$ cat src/rtl/neuron_buffer_scheduler.sv
// Ping-pong neuron buffer scheduler: streams read addresses out of one buffer while
// pool results land in the other, then swaps the buffers for each layer of a run.
module neuron_buffer_scheduler #(
  parameter int A = 7,
  parameter int L = 4
) (
  input  logic         clk,
  input  logic         reset,
  input  logic         start,
  input  logic [L-1:0] numLayers,
  input  logic [A-1:0] readLen,
  input  logic [A-1:0] writeLen,
  input  logic         readReady,
  input  logic         writeValid,
  output logic         readBufferSelect,
  output logic [A-1:0] readBuffAddress,
  output logic [A-1:0] writeBuffAddress,
  output logic         readValid,
  output logic         writeEnable,
  output logic [L-1:0] layerIndex,
  output logic         busy,
  output logic         done,
  output logic         writeOverflow
);

  typedef enum logic [2:0] {
    S_IDLE,
    S_READ,
    S_DRAIN,
    S_SWAP,
    S_DONE
  } state_t;

  state_t       state_q, state_d;
  logic [L-1:0] num_layers_q, num_layers_d;
  logic [A-1:0] read_len_q, read_len_d;
  logic [A-1:0] write_len_q, write_len_d;
  logic [A-1:0] read_addr_q, read_addr_d;
  logic [A-1:0] write_addr_q, write_addr_d;
  logic [L-1:0] layer_q, layer_d;
  logic         sel_q, sel_d;
  logic         ovf_q, ovf_d;

  logic         read_valid;
  logic         write_active;
  logic         write_en;

  // NOTE: every _d gets its current _q value first, so no path through the case
  // leaves a signal unassigned and no latch is inferred.
  always_comb begin
    state_d      = state_q;
    num_layers_d = num_layers_q;
    read_len_d   = read_len_q;
    write_len_d  = write_len_q;
    read_addr_d  = read_addr_q;
    write_addr_d = write_addr_q;
    layer_d      = layer_q;
    sel_d        = sel_q;
    ovf_d        = ovf_q;

    read_valid   = (state_q == S_READ) && (read_addr_q < read_len_q);
    write_active = (state_q == S_READ) || (state_q == S_DRAIN);
    write_en     = writeValid && write_active && (write_addr_q < write_len_q);

    // The write address doubles as the count of words accepted this layer.
    if (write_en) begin
      write_addr_d = write_addr_q + A'(1);
    end
    if (writeValid && write_active && !(write_addr_q < write_len_q)) begin
      ovf_d = 1'b1;
    end

    case (state_q)
      S_IDLE: begin
        if (start) begin
          if (numLayers != '0) begin
            state_d      = S_READ;
            num_layers_d = numLayers;
            read_len_d   = readLen;
            write_len_d  = writeLen;
            read_addr_d  = '0;
            write_addr_d = '0;
            layer_d      = '0;
            ovf_d        = 1'b0;
          end else begin
            state_d = S_DONE;
          end
        end
      end
      S_READ: begin
        if (read_len_q == '0) begin
          state_d = S_DRAIN;
        end else if (read_valid && readReady) begin
          read_addr_d = read_addr_q + A'(1);
          if (read_addr_q == read_len_q - A'(1)) begin
            state_d = S_DRAIN;
          end
        end
      end
      S_DRAIN: begin
        // Compare the post-update count so a final write in this cycle finishes the layer.
        if (write_addr_d == write_len_q) begin
          state_d = S_SWAP;
        end
      end
      S_SWAP: begin
        sel_d        = ~sel_q;
        read_addr_d  = '0;
        write_addr_d = '0;
        if (layer_q == num_layers_q - L'(1)) begin
          state_d = S_DONE;
        end else begin
          layer_d = layer_q + L'(1);
          state_d = S_READ;
        end
      end
      S_DONE: begin
        state_d = S_IDLE;
      end
      default: begin
        state_d = S_IDLE;
      end
    endcase
  end

  // NOTE: state registers use non-blocking assignments so every flop samples the
  // values from before the edge, independent of statement order.
  always_ff @(posedge clk) begin
    if (reset) begin
      state_q      <= S_IDLE;
      num_layers_q <= '0;
      read_len_q   <= '0;
      write_len_q  <= '0;
      read_addr_q  <= '0;
      write_addr_q <= '0;
      layer_q      <= '0;
      sel_q        <= 1'b0;
      ovf_q        <= 1'b0;
    end else begin
      state_q      <= state_d;
      num_layers_q <= num_layers_d;
      read_len_q   <= read_len_d;
      write_len_q  <= write_len_d;
      read_addr_q  <= read_addr_d;
      write_addr_q <= write_addr_d;
      layer_q      <= layer_d;
      sel_q        <= sel_d;
      ovf_q        <= ovf_d;
    end
  end

  // Strobes are forced low during the reset cycle even though state updates only at the edge.
  assign readValid        = read_valid && !reset;
  assign writeEnable      = write_en && !reset;
  assign busy             = (state_q != S_IDLE) && !reset;
  assign done             = (state_q == S_DONE) && !reset;
  assign readBufferSelect = sel_q;
  assign readBuffAddress  = read_addr_q;
  assign writeBuffAddress = write_addr_q;
  assign layerIndex       = layer_q;
  assign writeOverflow    = ovf_q;

endmodule

$ cat config.mk
export PLATFORM = sky130hd
export DESIGN_NAME = neuron_buffer_scheduler
export DESIGN_NICKNAME = d
export VERILOG_FILES = /design/src/rtl/neuron_buffer_scheduler.sv
export SDC_FILE = /design/constraint.sdc
export NUM_CORES = 1
export LEC_CHECK = 0
export BUFFER_PORTS_ARGS = -buffer_cell sky130_fd_sc_hd__buf_2
export CORE_MARGIN = 5
export CORE_UTILIZATION = 55
export DETAILED_ROUTE_END_ITERATION = 10
export GPL_TIMING_DRIVEN = 0
export PLACE_DENSITY = 0.79
export SLEW_MARGIN = 20
export SYNTH_ARGS = -nofsm -noshare
export SYNTH_HDL_FRONTEND = slang
export SYNTH_SLANG_ARGS = --single-unit
$ cat constraint.sdc
create_clock -name clk -period 4.5 [get_ports clk]
set_clock_uncertainty 0.1 [all_clocks]
set_input_delay 0 -clock clk [delete_from_list [all_inputs] [get_ports clk]]
set_output_delay 0 -clock clk [all_outputs]
set_load 0.1 [all_outputs]
==> results of run 1 <==
-- worst min-delay path by stage --
| stage | startpoint | end | slack [ps] | cells past startpoint |
|---|---|---|---|---|
| floorplan | writeLen[6] | write_len_q[6]$_SDFFE_PP0P_ | 40 | 2 |
| global placement | writeLen[5] | write_len_q[5]$_SDFFE_PP0P_ | 140 | 3 |
| detailed placement | writeLen[3] | write_len_q[3]$_SDFFE_PP0P_ | 150 | 3 |
| CTS | start | state_q[1]$_SDFFE_PP0P_ | 30 | 4 |
| global route | start | state_q[1]$_SDFFE_PP0P_ | 80 | 4 |
| finish | start | state_q[1]$_SDFFE_PP0P_ | 40 | 4 |
-- cell families after synthesis --
family | count (synthesis)
simple gates | 126
compound gates | 65
flops | 41
xor+xnor | 35
buf+inv | 28
fa+ha+maj | 18
mux | 1
-- per-stage QoR --
step / area (µm²) / worst slack [ps] / std cells / utilization (%)
after global placement: 2820 / 2090 / 412 / 63.9
after global routing: 3150 / 1710 / 439 / 71.3
final: 3150 / 1870 / 439 / 71.3
after floorplan: 2520 / 182 / 314 / -
after detailed placement: 2820 / 2070 / 412 / 63.9
after CTS: 3150 / 1840 / 439 / 71.3
-- area by class of cell --
type	count	area, µm²
buffer	10	37.5
clock buffer	5	68.8
clock inverter	3	68.8
fill	377	1270
inverter	18	67.6
multi-input combinational	245	1600
sequential	41	821
tap	52	65.1
timing repair buffer	65	420
-- placed cells by master, fill, tap and decap left out, types with 2 or more instances in the layout --
cell type,Yosys,routed
ha_1,18,18
nand2b_1,3,3
dlygate4sd3_1,0,19
nor3b_1,4,4
nor4b_1,3,3
a31oi_1,2,2
a2111oi_4,2,2
nand2_1,48,48
nand4_1,5,5
xnor2_1,26,26
dfxtp_1,41,41
nor3_1,6,6
nor4_1,2,2
nand3b_1,2,2
and3_1,3,3
clkbuf_8,0,5
buf_2,0,46
nand3_1,7,7
inv_1,18,18
a21boi_1,2,2
a21oi_1,30,30
o211ai_1,5,5
o21bai_1,2,2
xor2_1,9,9
or3_1,4,4
nor2b_1,4,4
nor2_1,29,29
o21ai_0,7,7
o31ai_1,3,3
bufinv_16,0,2
o21a_1,2,2
clkbuf_1,10,10
-- critical path, cell delays in order, from the launching register on --
cell	delay, ps
dfxtp_1	490
ha_1	280
nor2b_1	130
o21a_1	160
o21ai_0	150
a21oi_1	220
nor3b_1	320
buf_2	490
-- registers in the layout (all words and copies together), names as in the netlist --
signal            cells
write_len_q           7
read_len_q            7
readBufferSelect      1
writeOverflow         1
layerIndex            4
readBuffAddress       7
state_q               3
writeBuffAddress      7
num_layers_q          4
-- routing by layer --
metal | routed length [µm] | vias to the layer above | share of wire, %
met2 | 2840 | 66 | 47
met5 | 0 | - | 0
met4 | 65 | 0 | 1.1
met3 | 345 | 7 | 5.7
li1 | - | 1222 | -
met1 | 2780 | 1085 | 46
-- timing repair --
action                                 CTS  global route
buffers inserted                         0             0
endpoints found under the hold margin   20             0
hold buffers                            19             0
-- power by group --
part / leakage (nW) / internal (mW) / total, mW / switching [mW]
combinational: 0.863 / 0.187 / 0.553 / 0.366
clock: 0.0687 / 0.223 / 0.364 / 0.141
sequential: 0.333 / 0.403 / 0.451 / 0.0485
total: 1.27 / 0.813 / 1.37 / 0.556
==> summary.txt, run 1 <==
Yosys
  • Largest family of logic cells by synthesized area: simple AND/OR/NAND/NOR gates
  • Post-synthesis cell type with the largest combined area: dfxtp_1
  • Synth Area in Compound Gates: 17.7%
  • Syn Inst Count: 314
  • Avg Cell Area, Syn: 8.04 µm²
  • Post-synthesis simple-gate area fraction: 24.1%
  • Flops & latches, synth: 41
  • Adder-Cell Fraction of Synth Area: 8.92%
  • Count leader, synth: nand2_1
  • Post-synthesis xor/xnor area fraction: 12.1%
  • Mapped cell area: 0.00252 mm²
  • Synth area leaders: dfxtp_1 33%, xnor2_1 9.0%, ha_1 8.9%, nand2_1 7.1%, a21oi_1 5.9%
  • Synth Flop Type: dfxtp_1
  • EDFF count, synth: 0
  • Async set or reset register ratio after synthesis: 0%
  • Synthesis Warnings: 0
  • Commonest cells in the netlist: 48 x nand2_1, 41 x dfxtp_1, 30 x a21oi_1
  • Post-synth top area share: 32.5%
  • Sequential-to-total area share from yosys stat: 32.5%
  • Syn Nets: 355
  • Distinct cells, synth: 45
  • Mux cell area share after synthesis: 0.396%

Worst setup path
  • Worst Path Required: 4400 ps
  • Reg2reg start: write_len_q[4]$_SDFFE_PP0P_
  • CP startpoint: readBuffAddress[1]$_SDFFE_PP0P_
  • Worst EP arrival: 2530 ps
  • CP Capture Point: readValid
  • R2R depth: 9
  • Element type at the critical path start: register
  • Worst R2R End: state_q[0]$_SDFFE_PP0P_
  • Flop-to-flop setup slack: 2040 ps
  • Max Fanout on Critical Path: 9
  • CP endpoint kind: output port
  • Critical setup path kind: reg -> out

Clock network
  • Later-pin clock latency in the skew report: 300 ps
  • CTS tree: yes
  • Clock root buffer master: clkbuf_8
  • Max Root-Sink Buffers: 2
  • Cts bufs inserted: 5
  • Post_cts resized: 0
  • Clock Sinks: 41
  • CTS clock-pin slew for the worst setup and hold paths: 80 ps
  • H-tree depth: 2

Global route
  • Initial antenna violation count: 0
  • Global-route wire length before repair: 10400 µm
  • Most Used Layer, Global Route: met2
  • Total track usage: 20.8%
  • Vias in the first global route: 2239
  • Met2 usage in global routing: 33.6%
  • M3 GR Usage: 5.21%
  • M1 GR Usage: 27.7%
  • Grt ovf: 0
  • Largest net degree at the start of global routing: 15

Timing
  • Worst relative slew slack: 56.4%
  • Final worst path period share: 58.4%
  • Min Tclk post-route: 2630 ps
  • Setup tns final: 0 ps
  • Final setup viols: 0
  • Worst-margin pin slew: 650 ps
  • Fin. max-slew vios: 0
  • Worst hold slack: 42.8 ps
  • Final hold violations: 0
  • RSZ-0062 raised after global routing: no
  • Fmax: 0.380 GHz

Die
  • Starting density of the core: 57.2%
  • # rows: 24
  • Num ports: 47
  • Die X: 77.8 µm
  • Die height: 77.8 µm
  • Core Box Area: 0.00441 mm²
  • DIE AREA: 0.00605 mm²

Power and ir drop
  • Overall Power: 1.37 mW
  • Total power divided by cell area: 435 mW/mm²
  • Worst VDD drop: 0.312 mV
  • Leak: 1.27 nW

Hold path
  • Worst hold path type: in -> reg

Route
  • First DRT Iteration DRCs: 103
  • Drt drc: 0
  • Vias: 2380
  • WL final: 6030 µm
  • Drt wl/cell: 13.7 µm
  • ANT nets after route: 0
  • Pre-antenna DRT Iters: 4
  • Vias/cell: 5.42

Run
  • # Max-Cap Violations: 0

Final layout
  • Diodes inserted: 0
  • # nets final: 427
  • Share of cells above drive strength 1: 15.5%
  • Syn-to-layout area delta: 24.7%

Place
  • GPL Wtd Cong: 0.830
  • Final HPWL DP: 4480 µm
  • I/O Buffers: 46

Outcome
  • Status: complete, no violations
(Power assumes the default switching activity.)
==> run 2, diff against run 1 <==
Clock period 4.5 ns to 2.6 ns, I/O delays scaled along.
==> run 2 against run 1 <==
Compared with the run above:
- hold slack gained 11 ps
- final area is 2.5% higher
- count of clock-buffer cells in the layout unchanged
- sequential cell count is the same
==> summary.txt, run 2 (synthesized netlist as in run 1, its figures left out) <==
Global route
  • Grt ovf: 0 (unchanged)
  • M1 GR Usage: 28.9% (+1.2 points)
  • Global-route wire length before repair: 10900 µm (+4.9%)
  • Met2 usage in global routing: 35.3% (+1.7 points)
  • M3 GR Usage: 4.51% (-0.69 points)
  • Total track usage: 21.6% (+0.82 points)
  • Largest net degree at the start of global routing: 14 (-1)
  • Most Used Layer, Global Route: met2
  • Vias in the first global route: 2381 (+6.3%)
  • Initial antenna violation count: 0 (unchanged)

Final layout
  • Final core occ: 73.1% (+1.8 points)
  • Most frequent cells in the layout: 48 x nand2_1, 44 x buf_2, 30 x dfxtp_1, 28 x a21oi_1, 28 x nor2_1
  • # nets final: 430 (+0.70%)
  • Finished Layout Cells: 442 (+0.68%)
  • Syn-to-layout area delta: 27.8%
  • Leading cell type in the layout, fill and taps excluded: nand2_1
  • Share of cells above drive strength 1: 20.8% (+5.3 points)
  • Register area: 835 µm² (+1.7%)
  • Diodes inserted: 0 (unchanged)
  • Area of the multi-input gates: 0.00164 mm² (+2.5%)
  • Filler Cells Inserted: 350 (-7.2%)

Timing
  • Worst hold slack: 54.1 ps (+11.3 ps)
  • Min Tclk post-route: 2410 ps
  • Fmax: 0.414 GHz
  • Fin. max-slew vios: 0 (unchanged)
  • Worst relative slew slack: 57.9% (+1.6 points)
  • Worst-margin pin slew: 627 ps (-22.5 ps)
  • Final hold violations: 0 (unchanged)
  • Final setup viols: 0 (unchanged)
  • Final worst path period share: 92.8%

Die
  • DIE AREA: 0.00605 mm² (unchanged)
  • Die X: 77.8 µm (unchanged)
  • Num ports: 47 (unchanged)
  • Die height: 77.8 µm (unchanged)
  • Core Box Area: 0.00441 mm² (unchanged)
  • Starting density of the core: 57.2% (unchanged)
  • # rows: 24 (unchanged)

Clock network
  • CTS tree: yes
  • Clock root buffer master: clkbuf_8
  • CTS clock-pin slew for the worst setup and hold paths: 90 ps (about the same)
  • Clock Sinks: 41 (unchanged)
  • Max Root-Sink Buffers: 2 (unchanged)
  • Cts bufs inserted: 5 (unchanged)
  • Later-pin clock latency in the skew report: 300 ps (about the same)
  • H-tree depth: 2 (unchanged)

Power and ir drop
  • Combinational power share: 42.0% (+1.6 points)
  • Clock share of power: 25.4% (-1.2 points)
  • Seq pwr share: 32.6% (-0.4 points)
  • Overall Power: 2.41 mW (+76%)
  • Pint: 1.43 mW (+76%)
  • Leak: 1.29 nW (+2.1%)
  • Sw frac: 40.5% (-0.12 points)
  • Total power divided by cell area: 747 mW/mm² (+72%)
  • Worst VDD drop: 0.516 mV (+65%)
  • P_sw: 0.976 mW (+76%)

Outcome
  • Status: complete, no violations

Route
  • Drt drc: 0 (unchanged)
  • First DRT Iteration DRCs: 154 (+50%)
  • Vias/cell: 5.53 (+2.1%)
  • Vias: 2446 (+2.8%)
  • Pre-antenna DRT Iters: 4 (unchanged)
  • WL final: 6370 µm (+5.7%)
  • Drt wl/cell: 14.4 µm (+5.0%)
  • ANT nets after route: 0 (unchanged)

Hold path
  • Worst hold path type: in -> reg
  • Worst hold path depth: 4 (unchanged)
  • Min-delay src: start

Worst setup path
  • Reg2reg start: write_len_q[6]$_SDFFE_PP0P_
  • Worst path max stage delay: 360 ps (-130 ps)
  • CP endpoint kind: register
  • CP startpoint: write_len_q[6]$_SDFFE_PP0P_
  • Critical setup path kind: reg -> reg
  • R2R depth: 9 (unchanged)
  • Flop-to-flop setup slack: 190 ps (-1850 ps)
  • Element type at the critical path start: register
  • Worst EP arrival: 2520 ps (about the same)
  • Worst path cell trace: inv_1 -> ha_1 -> a21oi_1 -> o21ai_2 -> a211oi_4 -> nand4_1 -> xor2_1 -> o211ai_1 -> o31ai_1
  • Slowest cell on crit path: a211oi_4
  • Worst Path Required: 2710 ps (-1690 ps)
  • Worst R2R End: state_q[0]$_SDFFE_PP0P_
  • Max Fanout on Critical Path: 6 (-3)
  • CP Capture Point: state_q[0]$_SDFFE_PP0P_

Place
  • Dpl cells: 412 (unchanged)
  • Final HPWL DP: 4580 µm (+2.3%)
  • I/O Buffers: 46 (unchanged)
  • GPL Wtd Cong: 0.851 (+2.6%)

Run
  • # Max-Cap Violations: 0 (unchanged)
run 2: per-stage QoR:
stage / setup TNS, ps / worst slack [ps] / area [µm²]
final: 0 / 187 / 3230
after global routing: -29.8 / -29.8 / 3230
after CTS: 0 / 8.33 / 3180
after detailed placement: 0 / 114 / 2850
after global placement: 0 / 199 / 2850
after floorplan: -468 / -468 / 2560
run 2: worst min-delay path by stage:
| stage | to | slack [ps] |
|---|---|---|
| after floorplan | write_len_q[6]$_SDFFE_PP0P_ | 40 |
| after global placement | write_len_q[2]$_SDFFE_PP0P_ | 140 |
| after detailed placement | write_len_q[4]$_SDFFE_PP0P_ | 150 |
| after CTS | state_q[1]$_SDFFE_PP0P_ | 60 |
| after global routing | state_q[1]$_SDFFE_PP0P_ | 90 |
| final | state_q[1]$_SDFFE_PP0P_ | 50 |
run 2: repair_timing:
item                       in CTS  in global routing
setup buffers                   0                  3
hold endpoints to repair       20                  0
gates resized for setup         0                  8
hold buffers                   19                  0
setup endpoints to repair       0                  3
run 2: power groups by stage:
stage	Sequential, mW	Combinational (mW)	Clock, mW
5_1_grt	0.793	1.12	0.651
4_1_cts	0.783	0.967	0.619
6_report	0.786	1.01	0.613
3_5_place_dp	0.798	0.941	0
2_1_floorplan	0.851	0.696	0
3_3_place_gp	0.794	0.921	0
run 2: critical path: cells and delay by family, from the launching register on:
| family | cells | cell delay (ps) |
|---|---|---|
| AOI/OAI and AO/OA | 5 | 1050 |
| xor gates and xnor gates | 1 | 240 |
| adders and majority gates | 1 | 290 |
| buffers and inverters | 1 | 80 |
| DFF | 1 | 350 |
| and+or+nand+nor | 1 | 210 |
run 2: cell type report:
class	instances	share of cell area [%]
Multi-Input combinational cell	245	50.8
Sequential cell	41	25.9
Timing Repair Buffer	68	13.9
Clock buffer	5	2.13
Inverter	18	2.09
Clock inverter	3	2.02
Tap cell	52	2.02
Buffer	10	1.16
run 2: routing by layer:
layer  wire, µm  vias up
met1       2920     1156
li1           -     1233
met5          0        -
met3        304        6
met4         48        0
met2       3100       51
